--- config.mk ---
export PLATFORM = sky130hd
export DESIGN_NAME = pipelined_ripple_adder
export DESIGN_NICKNAME = d
export VERILOG_FILES = /design/src/rtl/pra_pkg.sv /design/src/rtl/full_adder.sv /design/src/rtl/rca_chunk.sv /design/src/rtl/pipelined_ripple_adder.sv
export SDC_FILE = /design/constraint.sdc
export NUM_CORES = 1
export LEC_CHECK = 0
export BUFFER_PORTS_ARGS = -buffer_cell sky130_fd_sc_hd__buf_2
export CAP_MARGIN = 20
export CORE_ASPECT_RATIO = 0.9
export CORE_MARGIN = 10
export CORE_UTILIZATION = 35
export DETAILED_ROUTE_END_ITERATION = 16
export PLACE_DENSITY_LB_ADDON = 0.3
export SETUP_SLACK_MARGIN = 0.15
export SKIP_LAST_GASP = 1
export SYNTH_ARGS = -nofsm -noshare
export SYNTH_HDL_FRONTEND = slang
export SYNTH_HIERARCHICAL = 1
export SYNTH_SLANG_ARGS = --single-unit
--- constraint.sdc ---
create_clock -name clk -period 7 [get_ports clk]
set_clock_uncertainty 0.15 [all_clocks]
set_input_delay 0 -clock clk [delete_from_list [all_inputs] [get_ports clk]]
set_output_delay 0 -clock clk [all_outputs]
set_load 0.05 [all_outputs]
--- src/rtl/pra_pkg.sv ---
// pra_pkg: sizing helpers shared by pipelined_ripple_adder and its chunks.
package pra_pkg;
  function automatic int chunk_of(input int width, input int stages);
    return width / stages;
  endfunction
  function automatic bit legal_cfg(input int width, input int stages);
    return stages >= 1 && stages <= width && width % stages == 0;
  endfunction
endpackage

--- src/rtl/full_adder.sv ---
// full_adder: one-bit full adder cell.
module full_adder (
  input  logic i_a,
  input  logic i_b,
  input  logic i_c,
  output logic o_s,
  output logic o_c
);
  assign o_s = i_a ^ i_b ^ i_c;
  assign o_c = (i_a & i_b) | (i_c & (i_a ^ i_b));
endmodule

--- src/rtl/rca_chunk.sv ---
// rca_chunk: combinational CHUNK-bit ripple of full_adder cells; also exposes the carry into the MSB.
module rca_chunk #(
  parameter int CHUNK = 8
) (
  input  logic [CHUNK-1:0] i_a,
  input  logic [CHUNK-1:0] i_b,
  input  logic             i_c,
  output logic [CHUNK-1:0] o_s,
  output logic             o_c,
  output logic             o_cm
);
  logic [CHUNK:0] w_c;
  assign w_c[0] = i_c;
  for (genvar i = 0; i < CHUNK; i++) begin : g_fa
    full_adder u_fa (.i_a(i_a[i]), .i_b(i_b[i]), .i_c(w_c[i]), .o_s(o_s[i]), .o_c(w_c[i+1]));
  end
  assign o_c  = w_c[CHUNK];
  assign o_cm = w_c[CHUNK-1];
endmodule

--- src/rtl/pipelined_ripple_adder.sv ---
// pipelined_ripple_adder: WIDTH-bit add split into STAGES registered ripple chunks, valid/ready streamed.
// Define PRA_OVERFLOW_EN to add the registered signed-overflow output ovf.
module pipelined_ripple_adder
  import pra_pkg::*;
#(
  parameter int WIDTH  = 32,
  parameter int STAGES = 4
) (
  input  logic             clk,
  input  logic             rst,
  input  logic             in_valid,
  output logic             in_ready,
  input  logic [WIDTH-1:0] a,
  input  logic [WIDTH-1:0] b,
  input  logic             cin,
  output logic             out_valid,
  input  logic             out_ready,
  output logic [WIDTH-1:0] sum,
  output logic             cout
`ifdef PRA_OVERFLOW_EN
  ,
  output logic             ovf
`endif
);
  localparam int CHUNK = chunk_of(WIDTH, STAGES);
  if (!legal_cfg(WIDTH, STAGES)) begin : g_bad_cfg
    $error("pipelined_ripple_adder: WIDTH must be a multiple of STAGES and 1 <= STAGES <= WIDTH");
  end
  logic [STAGES-1:0] r_vld, r_cy;
  logic [WIDTH-1:0]  r_a [STAGES];
  logic [WIDTH-1:0]  r_b [STAGES];
  logic [WIDTH-1:0]  r_sum [STAGES];
  logic [STAGES-1:0] w_vi, w_ci, w_co, w_cm;
  logic [WIDTH-1:0]  w_ai [STAGES];
  logic [WIDTH-1:0]  w_bi [STAGES];
  logic [WIDTH-1:0]  w_si [STAGES];
  logic [WIDTH-1:0]  w_so [STAGES];
  logic [CHUNK-1:0]  w_s [STAGES];
  logic              w_adv, w_unused;
  assign w_adv     = !out_valid || out_ready;
  assign in_ready  = w_adv;
  assign out_valid = r_vld[STAGES-1];
  assign sum       = r_sum[STAGES-1];
  assign cout      = r_cy[STAGES-1];
  // Operands travel right-shifted so every stage adds the low CHUNK bits of what it holds.
  for (genvar k = 0; k < STAGES; k++) begin : g_st
    if (k == 0) begin : g_head
      assign w_vi[k] = in_valid;
      assign w_ci[k] = cin;
      assign w_ai[k] = a;
      assign w_bi[k] = b;
      assign w_si[k] = '0;
    end else begin : g_tail
      assign w_vi[k] = r_vld[k-1];
      assign w_ci[k] = r_cy[k-1];
      assign w_ai[k] = r_a[k-1];
      assign w_bi[k] = r_b[k-1];
      assign w_si[k] = r_sum[k-1];
    end
    rca_chunk #(.CHUNK(CHUNK)) u_chunk (
      .i_a(w_ai[k][CHUNK-1:0]), .i_b(w_bi[k][CHUNK-1:0]), .i_c(w_ci[k]),
      .o_s(w_s[k]), .o_c(w_co[k]), .o_cm(w_cm[k])
    );
    assign w_so[k] = w_si[k] | (WIDTH'(w_s[k]) << (k * CHUNK));
  end
  assign w_unused = ^{w_cm, r_a[STAGES-1], r_b[STAGES-1]};
  always_ff @(posedge clk or posedge rst)
    if (rst) begin
      r_vld <= '0;
      r_cy  <= '0;
      for (int i = 0; i < STAGES; i++) begin
        r_a[i]   <= '0;
        r_b[i]   <= '0;
        r_sum[i] <= '0;
      end
    end else if (w_adv) begin
      r_vld <= w_vi;
      r_cy  <= w_co;
      for (int i = 0; i < STAGES; i++) begin
        r_a[i]   <= w_ai[i] >> CHUNK;
        r_b[i]   <= w_bi[i] >> CHUNK;
        r_sum[i] <= w_so[i];
      end
    end
`ifdef PRA_OVERFLOW_EN
  logic r_ovf;
  always_ff @(posedge clk or posedge rst)
    if (rst) r_ovf <= 1'b0;
    else if (w_adv) r_ovf <= w_cm[STAGES-1] ^ w_co[STAGES-1];
  assign ovf = r_ovf;
`endif
endmodule

==> impl_metrics.py <==
metrics = {
    "synth": {
        "synth.net_count": 556,
        "number_of_synthesized_flops_with_an_enable_pin": 0,
        "gate_count_of_the_mapped_netlist": 455,
        "yosysTopAreaCellShare_pct": 55.2,
        "synth.yosys.warnings": 6,
        "register_bit_count_reported_by_yosys": 184,
        "yosys-top-cells-area": "sky130_fd_sc_hd__dfrtp_1 (55%), sky130_fd_sc_hd__mux2_4 (27%), sky130_fd_sc_hd__fa_1 (7.7%)",
        "post-synth-top-count-cell": "sky130_fd_sc_hd__dfrtp_1",
        "ys.flop_type": "sky130_fd_sc_hd__dfrtp_1",
        "post_synth_most_frequent_cells": "sky130_fd_sc_hd__dfrtp_1 (184), sky130_fd_sc_hd__mux2_4 (148), sky130_fd_sc_hd__mux2_2 (35), sky130_fd_sc_hd__buf_4 (32), sky130_fd_sc_hd__fa_1 (32)",
        "average_size_of_a_mapped_cell_sq_um": 18.3,
        "asyncSetResetFlopFracSynth_pct": 100,
        "mapped_cell_area_sq_mm": 0.00834,
        "top_cell_type_by_total_area_after_synthesis": "sky130_fd_sc_hd__dfrtp_1",
        "yosysSeqAreaShare_pct": 55.2,
        "unique_masters_post_synth": 10,
    },
    "routing": {
        "route.detailed.vias_per_inst": 4.28,
        "drtIter0Drc": 154,
        "detail_route.first_pass.iterations": 4,
        "wl_um": 14300,
        "drc": 0,
        "routed_wire_length_per_instance_um": 15.7,
        "route.antenna.remaining_nets": 0,
        "vias": 3899,
    },
    "pwr": {
        "netSwitchingFraction_pct": 34.3,
        "design_internal_power_mw": 3.10,
        "totalPowerFinal_mw": 4.72,
        "power_frac_clock_pct": 19.5,
        "share_of_total_power_in_sequential_cells_pct": 38.8,
        "p_per_area_mw_per_mm2": 467,
        "max-vdd-ir-drop_v": 0.000225,
        "power.combinational.fraction_pct": 41.7,
        "power_leakage_nw": 4.81,
        "p_switching_mw": 1.62,
    },
    "clocking": {
        "cts_tree": "built",
        "post-cts-setup-buffer-count": 0,
        "cts.htree.levels": 4,
        "clock_sinks": 184,
        "clk_path_buf_depth": 2,
        "cts_repair_resize_count": 0,
        "clock_latency_ns": 0.42,
        "clk_transition_reported_paths_ns": 0.07,
        "cts_buffers": 17,
        "cts.root.buffer_cell": "sky130_fd_sc_hd__clkbuf_16",
    },
    "die": {
        "core_area_sq_mm": 0.0234,
        "row_count": 53,
        "design.die.area_sq_mm": 0.0304,
        "boundary_pin_count": 104,
        "die_outline_width_um": 183,
        "effective_utilization_at_floorplan_pct": 35.6,
        "chipHeight_um": 166,
    },
    "timing": {
        "finalCritPeriodShare_pct": 65.5,
        "fin_tns_setup_ns": 0,
        "timing_hold_violations_final": 0,
        "final-max-slew-violation-count": 0,
        "fin_worst_hold_slack_ns": 0.0719,
        "rsz0062_at_grt": "no",
        "slew-limit-headroom_pct": 29.0,
        "setup_slack_ns": 2.42,
        "final.min_clock_period_ns": 4.58,
        "worst_slew_pin_slew_ns": 1.07,
        "fmaxAchievable_mhz": 218,
        "number_of_setup_violations_in_the_final_report": 0,
    },
    "worst_hold_path": {
        "hold_path_startpoint": "a[6]",
        "hold-path-endpoint": "r_cy[0]",
        "hold_path_class": "in2reg",
        "hold-path-cell-count": 4,
    },
    "run_status": {
        "status": "finished clean",
    },
    "worst_setup_path": {
        "worst_r2r_src": "r_a[32]",
        "timing.critical_path.arrival_ns": 4.74,
        "worstSetupEndpointType": "flip-flop",
        "rrSetupSlack_ns": 2.77,
        "worst-r2r-cell-count": 9,
        "worst-endpoint-required_ns": 7.15,
        "timing.rr.end": "sum[31]",
        "critical_path.startpoint": "cin",
        "start_kind": "input port",
        "criticalPathCategory": "in2reg",
        "timing.critical_path.fanout_max": 1,
    },
    "finish": {
        "fin_area_sq_mm": 0.0101,
        "drive_above_1_share_pct": 53.2,
        "num-nets-final": 697,
        "antenna-diode-count": 0,
        "areaGrowthSynthToFinish_pct": 20.9,
    },
    "global_routing": {
        "grt_use_met3_pct": 2.97,
        "global_route_wire_length_before_repair_um": 24600,
        "grt_pass1_vias": 4539,
        "globalRouteMet1Util_pct": 13.4,
        "global_route_layer_with_the_greatest_usage": "met2",
        "grt_overflow_total": 0,
        "use_met2_pct": 14.9,
        "grt_start_max_net_pins": 98,
        "grt_antenna_before_repair": 0,
        "grt_usage_pct": 9.89,
    },
    "job": {
        "drv.max_cap_violation_count": 0,
    },
    "placed_design": {
        "cell_area_placed_sq_mm": 0.00881,
        "finalWeightedCongestion": 0.711,
        "port_buffers": 103,
        "place.detailed.hpwl_um": 9240,
        "detailedPlace.worstSlack_ns": 2.77,
    },
}
-- critical path: stages --
cell and delay, ns:
sky130_fd_sc_hd__dlygate4sd3_1 0.54, sky130_fd_sc_hd__buf_2 0.13, sky130_fd_sc_hd__fa_1 0.37, sky130_fd_sc_hd__fa_1 0.40, sky130_fd_sc_hd__fa_1 0.39, sky130_fd_sc_hd__fa_1 0.39
sky130_fd_sc_hd__fa_1 0.39, sky130_fd_sc_hd__fa_1 0.46, sky130_fd_sc_hd__fa_1 0.41, sky130_fd_sc_hd__fa_1 0.43, sky130_fd_sc_hd__dlygate4sd3_1 0.56, sky130_fd_sc_hd__mux2_4 0.26
-- stage by stage --
step | cells | utilization (%)
2_1_floorplan | 455 | -
3_3_place_gp | 810 | 37.6
3_5_place_dp | 810 | 37.6
4_1_cts | 909 | 42.9
5_1_grt | 911 | 43.1
6_report | 911 | 43.1
-- worst max path at each step --
stage / to / depth (start not counted)
5_1_grt: r_sum[103] / 12
3_5_place_dp: r_sum[55] / 9
6_report: r_sum[103] / 12
2_1_floorplan: r_a[100] / 1
3_3_place_gp: sum[31] / 9
4_1_cts: r_sum[103] / 12
-- kinds of logic (layout without fill, tap and decap cells) --
group | after synthesis | in the layout | synth area share [%]
mux | 183 | 183 | 31.4
fa+ha+maj | 32 | 32 | 7.68
flops | 184 | 184 | 55.2
buf+inv | 54 | 208 | 5.53
simple gates | 2 | 2 | 0.240
-- power by group through the flow --
stage | combinational, mW | clock, mW | sequential (mW)
after CTS | 2.00 | 0.957 | 1.84
after global routing | 2.12 | 1.00 | 1.90
final | 1.97 | 0.920 | 1.83
after floorplan | 1.78 | 0 | 1.78
after global placement | 1.92 | 0 | 1.84
after detailed placement | 1.95 | 0 | 1.86
-- metal layers --
layer	up-vias	part of all wire [%]
li1	1806	-
met1	2015	47
met2	67	47
met3	11	4.4
met4	0	1.1
met5	-	0
-- timing repair --
action,CTS,global route
setup endpoints to repair,0,0
hold buffers,67,0
hold endpoints to repair,154,0
-- cells in the final DEF (no fill, tap or decap) --
cell type,count
sky130_fd_sc_hd__buf_12,1
sky130_fd_sc_hd__dfrtp_1,184
sky130_fd_sc_hd__mux2_4,148
sky130_fd_sc_hd__clkbuf_1,1
sky130_fd_sc_hd__nand2b_4,1
sky130_fd_sc_hd__fa_1,32
sky130_fd_sc_hd__buf_16,1
sky130_fd_sc_hd__clkinv_4,1
sky130_fd_sc_hd__clkinv_8,1
sky130_fd_sc_hd__mux2_2,35
sky130_fd_sc_hd__inv_8,5
sky130_fd_sc_hd__inv_6,3
sky130_fd_sc_hd__buf_4,3
sky130_fd_sc_hd__buf_2,103
sky130_fd_sc_hd__dlygate4sd3_1,67
sky130_fd_sc_hd__nand2b_1,1
sky130_fd_sc_hd__clkbuf_16,17
sky130_fd_sc_hd__clkinvlp_4,4
sky130_fd_sc_hd__clkinv_2,1
-- state kept, by name, summed over array words and instances (netlist names) --
register,flops
r_a,48
r_b,48
r_cy,4
r_sum,48
r_vld,4
sum,32
-- layout make-up --
class	instances	area, sq um
fill	2105	13300
sequential	184	4600
timing repair buffer	175	1260
inverter	1	11.3
tap	302	378
multi-input combinational	217	3280
clock buffer	18	429
clock inverter	14	131
Power figures use the tool's default switching activity.
